[config.mk]
export PLATFORM = sky130hd
export DESIGN_NAME = led_sequencer
export DESIGN_NICKNAME = d
export VERILOG_FILES = /design/src/rtl/led_sequencer.sv
export SDC_FILE = /design/constraint.sdc
export NUM_CORES = 1
export LEC_CHECK = 0
export ABC_CLOCK_PERIOD_IN_PS = 4500
export BUFFER_PORTS_ARGS = -buffer_cell sky130_fd_sc_hd__buf_2
export CAP_MARGIN = 15
export CORE_UTILIZATION = 60
export CTS_CLUSTER_DIAMETER = 150
export CTS_CLUSTER_SIZE = 30
export DETAILED_ROUTE_END_ITERATION = 8
export GPL_ROUTABILITY_DRIVEN = 0
export GPL_TIMING_DRIVEN = 0
export PLACE_DENSITY = 0.77
export RECOVER_POWER = 100
export SLEW_MARGIN = 0
export SYNTH_ARGS = -nofsm -noshare
export SYNTH_HDL_FRONTEND = slang
export SYNTH_SLANG_ARGS = --single-unit
[constraint.sdc]
create_clock -name clk -period 4.5 [get_ports clk]
set_input_delay 1.125 -clock clk [delete_from_list [all_inputs] [get_ports clk]]
set_output_delay 1.125 -clock clk [all_outputs]
set_load 0.02 [all_outputs]
[src/rtl/led_sequencer.sv]
// Multi-channel LED sequencer: a shared prescaler tick drives per-channel
// OFF/ON/BLINK/PULSE state machines, configured over a valid/ready write port.

module led_channel #(
    parameter int PERIOD_W = 16
) (
    input  logic                clk,
    input  logic                rst_n,
    input  logic                tick,
    input  logic                wr,
    input  logic [1:0]          mode_in,
    input  logic [PERIOD_W-1:0] period_in,
    output logic                lit,
    output logic                busy
);
    typedef enum logic [1:0] {OFF = 2'd0, ON = 2'd1, BLINK = 2'd2, PULSE = 2'd3} mode_t;

    mode_t               mode;
    logic [PERIOD_W-1:0] period;
    logic [PERIOD_W-1:0] count;
    logic                last;

    assign last = (count == period - PERIOD_W'(1));

    always_ff @(posedge clk or negedge rst_n) begin
        if (!rst_n) begin
            mode   <= OFF;
            period <= PERIOD_W'(1);
            count  <= '0;
            lit    <= 1'b0;
            busy   <= 1'b0;
        end else if (wr) begin
            // a write always wins over a tick landing in the same cycle
            mode   <= mode_t'(mode_in);
            period <= (period_in == '0) ? PERIOD_W'(1) : period_in;
            count  <= '0;
            lit    <= (mode_t'(mode_in) != OFF);
            busy   <= (mode_t'(mode_in) == PULSE);
        end else if (tick) begin
            case (mode)
                BLINK: begin
                    if (last) begin
                        lit   <= ~lit;
                        count <= '0;
                    end else begin
                        count <= count + PERIOD_W'(1);
                    end
                end
                PULSE: begin
                    if (last) begin
                        lit   <= 1'b0;
                        busy  <= 1'b0;
                        mode  <= OFF;
                        count <= '0;
                    end else begin
                        count <= count + PERIOD_W'(1);
                    end
                end
                default: ;
            endcase
        end
    end
endmodule

module led_sequencer #(
    parameter int CLK_HZ     = 75_000_000,
    parameter int TICK_HZ    = 1000,
    parameter int CHANNELS   = 4,
    parameter int PERIOD_W   = 16,
    parameter int ACTIVE_LOW = 1,
    localparam int CW        = (CHANNELS > 1) ? $clog2(CHANNELS) : 1
) (
    input  logic                clk,
    input  logic                rst_n,
    input  logic                cfg_valid,
    output logic                cfg_ready,
    input  logic [CW-1:0]       cfg_chan,
    input  logic [1:0]          cfg_mode,
    input  logic [PERIOD_W-1:0] cfg_period,
    output logic                tick,
    output logic [CHANNELS-1:0] busy,
    output logic [CHANNELS-1:0] led
);
    localparam int   DIV = CLK_HZ / TICK_HZ;
    localparam int   PW  = (DIV > 2) ? $clog2(DIV) : 1;
    localparam logic AL  = (ACTIVE_LOW != 0);

    if (DIV < 2) begin : g_bad_div
        $error("led_sequencer: CLK_HZ / TICK_HZ must be at least 2");
    end

    logic [PW-1:0]       presc;
    logic [CHANNELS-1:0] lit;
    logic                accept;

    assign accept = cfg_valid && cfg_ready;

    // tick is registered so it is high exactly while presc == DIV-1
    always_ff @(posedge clk or negedge rst_n) begin
        if (!rst_n) begin
            presc     <= '0;
            tick      <= 1'b0;
            cfg_ready <= 1'b0;
        end else begin
            presc     <= (presc == PW'(DIV - 1)) ? '0 : presc + PW'(1);
            tick      <= (presc == PW'(DIV - 2));
            cfg_ready <= 1'b1;
        end
    end

    for (genvar i = 0; i < CHANNELS; i++) begin : g_chan
        led_channel #(.PERIOD_W(PERIOD_W)) u_chan (
            .clk       (clk),
            .rst_n     (rst_n),
            .tick      (tick),
            .wr        (accept && (cfg_chan == CW'(i))),
            .mode_in   (cfg_mode),
            .period_in (cfg_period),
            .lit       (lit[i]),
            .busy      (busy[i])
        );
    end

    assign led = lit ^ {CHANNELS{AL}};
endmodule
# Word-level counts from Yosys, hierarchy flattened
# Index checks and enable logic that the tools add are counted.
[totals]
register_bits = 163
in_bits = 23
elab_cells = 173
[classes]
n_addsub = 9
eq_ne = 26
mux = 66
bitwise_logic = 5
reduce_logical = 44
[op_table]
columns = ["cell", "count"]
rows = [
  ["$mux 16", 17],
  ["$add 16x1->16 const B", 4],
  ["$eq 16x16->1", 4],
  ["$sub 16x1->16 const B", 4],
  ["$eq 17x17->1 const B", 2],
  ["$reduce_bool 2->1", 17],
  ["$mux 2", 16],
  ["$mux 1", 28],
  ["$ne 3x1->1 const B", 8],
  ["$eq 2x2->1 const B", 11],
  ["$add 17x1->17 const B", 1],
  ["$mux 17", 1],
  ["$logic_not 16->1", 1],
  ["$reduce_and 4->1", 4],
  ["$reduce_and 3->1", 4],
  ["$reduce_bool 3->1", 4],
  ["$pmux 1 s2", 4],
  ["$reduce_and 2->1", 4],
  ["$reduce_or 2->1", 4],
  ["$logic_and 1x1->1", 5],
  ["$not 1->1", 4],
  ["$not 4->4", 1],
  ["$eq 2x1->1 const B", 1],
  ["$logic_not 2->1", 1],
]

# Depth between registers and ports, before layout
[depth]
word_depth = 6
depth_mapped = 12
mapped_depth_nobuf = 10

# Hierarchy
# Synthesis repeated with hierarchy kept, for this count alone.
[hier_totals]
cells_unflattened = 1007
area_unflattened_um2 = 9666.8
[modules_own_cells]
columns = ["mod", "n_inst", "cells_per_inst", "area_each_um2", "seq_area_each_um2"]
rows = [
  ["led_channel", 4, 229, 2180.8, 902.1],
  ["led_sequencer", 1, 91, 943.4, 475.5],
]

# Worst setup path after synthesis
# OpenSTA, ideal clock, no wires.
[synth_path]
kind = "flip-flop to flip-flop"
start = "register g_chan[1].u_chan.period[2]"
end = "register g_chan[1].u_chan.count[8]"
arrival_ns = 3.207
t_required_ns = 4.379
setup_slack_ns = 1.172
path_stages_with_launch = 12
period_less_slack_ns = 3.328
cell_sequence = "dfrtp_1 -> buf_6 -> or4_4 -> buf_6 -> or4_4 -> or4_4 -> a2111oi_4 -> o2111ai_4 -> nand2_2 -> buf_6 -> o21ai_0 -> a22o_1"
[synth_between]
elab_chain_len = 6
[synth_lines]
columns = ["item", "line", "text"]
rows = [
  ["start, declared", "19", "logic [PERIOD_W-1:0] period;"],
  ["start signal, assigned", "35", "period <= (period_in == '0) ? PERIOD_W'(1) : period_in;"],
  ["$sub 16x1->16", "23", "assign last = (count == period - PERIOD_W'(1));"],
  ["$eq 16x16->1", "23", ""],
  ["$mux 16", "42, 50", ""],
  ["$mux 16", "--", ""],
  ["$mux 16", "39", "end else if (tick) begin"],
  ["$mux 16", "32", "end else if (wr) begin"],
  ["end signal, assigned", "46", "count <= count + PERIOD_W'(1);"],
  ["end signal, assigned", "56", "count <= count + PERIOD_W'(1);"],
  ["end, declared", "20", "logic [PERIOD_W-1:0] count;"],
]
# Every way passes these cells. The select of a mux whose other input is x is not followed.
# A chain may end at the register's enable or synchronous reset.

# Worst setup path in the final report
[layout_path]
start = "register g_chan[1].u_chan.period[2]"
end = "register g_chan[1].u_chan.lit"
[layout_between]
elab_chain_len = 4
elab_cells_between_ends = 5
classes_between = "add/sub: 1; eq/ne: 3; reduce/logical: 1"
[layout_lines]
columns = ["item", "line", "text"]
rows = [
  ["$sub 16x1->16 *", "23", ""],
  ["$eq 16x16->1 *", "23", ""],
  ["$ne 3x1->1 (no source line)", "--", ""],
  ["$reduce_and 4->1 (no source line) *", "--", ""],
  ["end signal, assigned", "37", "lit <= (mode_t'(mode_in) != OFF);"],
  ["end signal, assigned", "43", "lit <= ~lit;"],
  ["end, declared", "13", "output logic lit,"],
]
# Mark *: on every way between the ends. The rest lies on a longest branch, timed or not.

==> flow_summary.toml <==
[status]
status = "finished with violations"
violations = "capacitance limit, slew limit"

[global_route]
globalRoute.totalOverflow = 0
grt_usage_pct = 30.5
antenna_found_initial = 0
grt_max_degree = 101
grt_pass1_wl_um = 38900
grt_pass1_vias = 7704

[clock_network]
cts_hold_buf = 0
ctsResizeCount = 0
numCtsBuffers = 17
cts_root_buffer = "clkbuf_16"
cts_max_level = 4
clk_path_buf_depth = 2
clkLatencyLatePin_ns = 0.43
clock-sinks = 163
post_cts_buffers = 0
clk_pin_slew_ns = 0.07
cts_tree = "done"

[synthesis]
yosysWarnings = 0
ys_types = 72
seq_area_frac_synth_pct = 42.8
ys_ff_latch = 163
syn_area_per_cell_um2 = 8.58
synth_top_area_share_pct = 41.7
synth-async-reset-ratio_pct = 100
synth_area_leader_cell = "dfrtp_1"
synthFlopType = "dfrtp_1"
synth-edff-count = 0
synth_common_cells = "nand2_1 (243), dfrtp_1 (159), nor2_1 (76)"
synth_area_leaders = "dfrtp_1 (42%), nand2_1 (9.6%), xor2_1 (5.8%)"
synth_most_common_cell = "nand2_1"
syn_nets = 1145
syn_area_um2 = 9540
synth_cells = 1112

[setup_path]
cp-end-kind = "flip-flop"
cp_data_required_time_ns = 4.79
crit_fanout = 9
crit_chain = "buf_6 > or4_1 > buf_6 > or4_1 > or4_1 > a2111oi_0 > o2111ai_1 > nor2_1 > mux2i_1 > a21oi_1"
rrSetupSlack_ns = 0.19
start_kind = "flip-flop"
crit_top_cell = "or4_1"
cp_slowest_cell = "a2111oi_0"
reg2reg_from = "g_chan[1].u_chan.period[2]$_DFFE_PN0P_"
path_class = "reg2reg"
r2r_cells = 10
r2r-end = "g_chan[1].u_chan.lit$_DFFE_PN0P_"
max_stage_delay_ns = 0.65
worstPathArrival_ns = 4.60

[floorplan]
die_h_um = 128
die_w_um = 128
core_um2 = 15400
die_area_um2 = 16400
fp-row-count = 45
ioPinCount = 33
start_util_pct = 62.1

[timing]
hold_viol = 0
drv_slew = 64
min_period_over_period_pct = 95.9
hold_slack_ns = 0.500
fin_crit_ns = 4.31
setup_slack_ns = 0.185
slew_headroom_pct = -103
worstMarginPinSlew_ns = 3.04
rsz0062_at_grt = "no"
fmax_mhz = 232
fin_skew_ns = 0.0129
finalSetupViolCount = 0

[routing]
num_vias = 8234
drtIter0Drc = 688
drt-wirelength-per-cell_um = 16.9
drcViolationCount = 0
first_pass_iters = 7
wirelength_um = 23400
via_per_inst = 5.94
ant_nets = 0

[min_path]
min_from = "presc[12]$_DFF_PN0_"
hp-class = "reg2reg"
holdPathEnd = "presc[12]$_DFF_PN0_"
hold_path_depth = 1

[pwr]
peakVddDrop_v = 0.000300
power_switching_mw = 1.34
power.switching_fraction_pct = 30.8
power_density_nw_per_um2 = 412
pwr-share-clk_pct = 37.3
combPwrFrac_pct = 19.8
leakage_nw = 4.76
p_int_mw = 3.01
seqPwrFrac_pct = 42.9

[placement]
placed_area_um2 = 10000
dpl_worst_slack_ns = 0.488
dp_hpwl_um = 16300
io_buffer_count = 30

[flow_run]
drv_cap = 1

[layout]
fin_util_pct = 68.8
nets = 1195
syn_to_final_growth_pct = 10.8
antenna_cells = 0
drive_gt1_share_pct = 6.30
fin_area_um2 = 10600
-- worst max-delay path by stage --
stage / start / end / slack, ns / cells past startpoint
2_1_floorplan: g_chan[1].u_chan.period[2]$_DFFE_PN0P_ / g_chan[1].u_chan.count[8]$_DFFE_PN0P_ / 1.17 / 11
3_3_place_gp: rst_n / g_chan[2].u_chan.count[9]$_DFFE_PN0P_ / -0.19 / 1
3_5_place_dp: g_chan[0].u_chan.period[1]$_DFFE_PN0P_ / g_chan[0].u_chan.count[14]$_DFFE_PN0P_ / 0.49 / 10
4_1_cts: g_chan[0].u_chan.period[1]$_DFFE_PN0P_ / g_chan[0].u_chan.count[14]$_DFFE_PN0P_ / 0.48 / 10
5_1_grt: g_chan[1].u_chan.period[2]$_DFFE_PN0P_ / g_chan[1].u_chan.lit$_DFFE_PN0P_ / 0.06 / 10
6_report: g_chan[1].u_chan.period[2]$_DFFE_PN0P_ / g_chan[1].u_chan.lit$_DFFE_PN0P_ / 0.19 / 10
-- cell usage in the layout (no fill, tap or decap), drive strengths merged, types with 5 or more instances in the layout --
| master | netlist | routed |
|---|---|---|
| a21oi | 24 | 24 |
| a22o | 23 | 23 |
| and2 | 7 | 7 |
| and3 | 23 | 23 |
| buf | 11 | 27 |
| bufinv | 0 | 5 |
| clkbuf | 40 | 72 |
| clkinv | 0 | 5 |
| dfrtp | 159 | 159 |
| ha | 10 | 10 |
| inv | 33 | 37 |
| nand2 | 244 | 244 |
| nand2b | 10 | 10 |
| nand3 | 47 | 47 |
| nand3b | 5 | 5 |
| nand4 | 28 | 28 |
| nand4b | 7 | 7 |
| nor2 | 77 | 77 |
| nor2b | 17 | 17 |
| nor3 | 32 | 32 |
| nor4 | 18 | 18 |
| o21ai | 56 | 56 |
| o311ai | 10 | 10 |
| o31ai | 8 | 8 |
| or2 | 7 | 7 |
| or3 | 12 | 12 |
| or4 | 19 | 19 |
| xnor2 | 48 | 48 |
| xor2 | 63 | 63 |
-- cell families (layout without fill, tap and decap cells) --
| logic type | after synthesis | count (layout) | share of synthesized area (%) |
|---|---|---|---|
| buf+inv | 84 | 147 | 3.74 |
| fa+ha+maj | 10 | 10 | 1.31 |
| flops | 163 | 163 | 42.8 |
| other cells | 1 | 1 | 0.0393 |
| xor+xnor | 111 | 111 | 10.2 |
| simple gates | 571 | 571 | 29.2 |
| mux | 4 | 4 | 0.420 |
| compound gates | 168 | 168 | 12.3 |
-- flip-flops by register name, indices dropped and copies added (netlist names) --
signal,count
g_chan.u_chan.period,64
g_chan.u_chan.busy,4
g_chan.u_chan.count,64
presc,17
g_chan.u_chan.lit,4
g_chan.u_chan.mode,8
cfg_ready,1
tick,1
-- critical path, delay by kind of cell, from the launching register on --
kind,cells,cell delay [ns]
buffers and inverters,2,0.28
DFF,1,0.38
AOI/OAI and AO/OA,3,1.27
muxes,1,0.23
and+or+nand+nor,4,2.00
-- per-layer routing --
layer	wire length [µm]	GRT usage (%)	vias to the layer above
li1	-	-	3990
met1	10900	43.4	3979
met2	10600	46.4	236
met3	1390	6.80	29
met4	453	9.48	0
met5	0	0	-
-- layout make-up --
type                    instances  area (µm²)
multi-input cells             865        5050
fillers                      1287        4790
inverters                      33         124
clock buffers                  18         429
clock inverters                14         224
repair buffers                 31         166
plain buffers                  51         231
flip-flops and latches        163        4080
well taps                     211         264
-- per-stage QoR --
| step | setup TNS, ns | total power [mW] | std cells |
|---|---|---|---|
| floorplan | 0 | 2.50 | 1112 |
| global placement | -28.16 | 2.72 | 1353 |
| detailed placement | 0 | 2.76 | 1354 |
| CTS | 0 | 4.39 | 1386 |
| global route | 0 | 4.57 | 1386 |
| finish | 0 | 4.36 | 1386 |
-- power by group through the flow --
stage / sequential [mW] / clock [mW] / combinational [mW]
after floorplan: 1.82 / 0 / 0.682
after global placement: 1.88 / 0 / 0.842
after detailed placement: 1.88 / 0 / 0.875
after CTS: 1.86 / 1.64 / 0.880
after global routing: 1.89 / 1.71 / 0.974
final: 1.87 / 1.63 / 0.862
No activity file was read; power rests on OpenSTA's default activity.
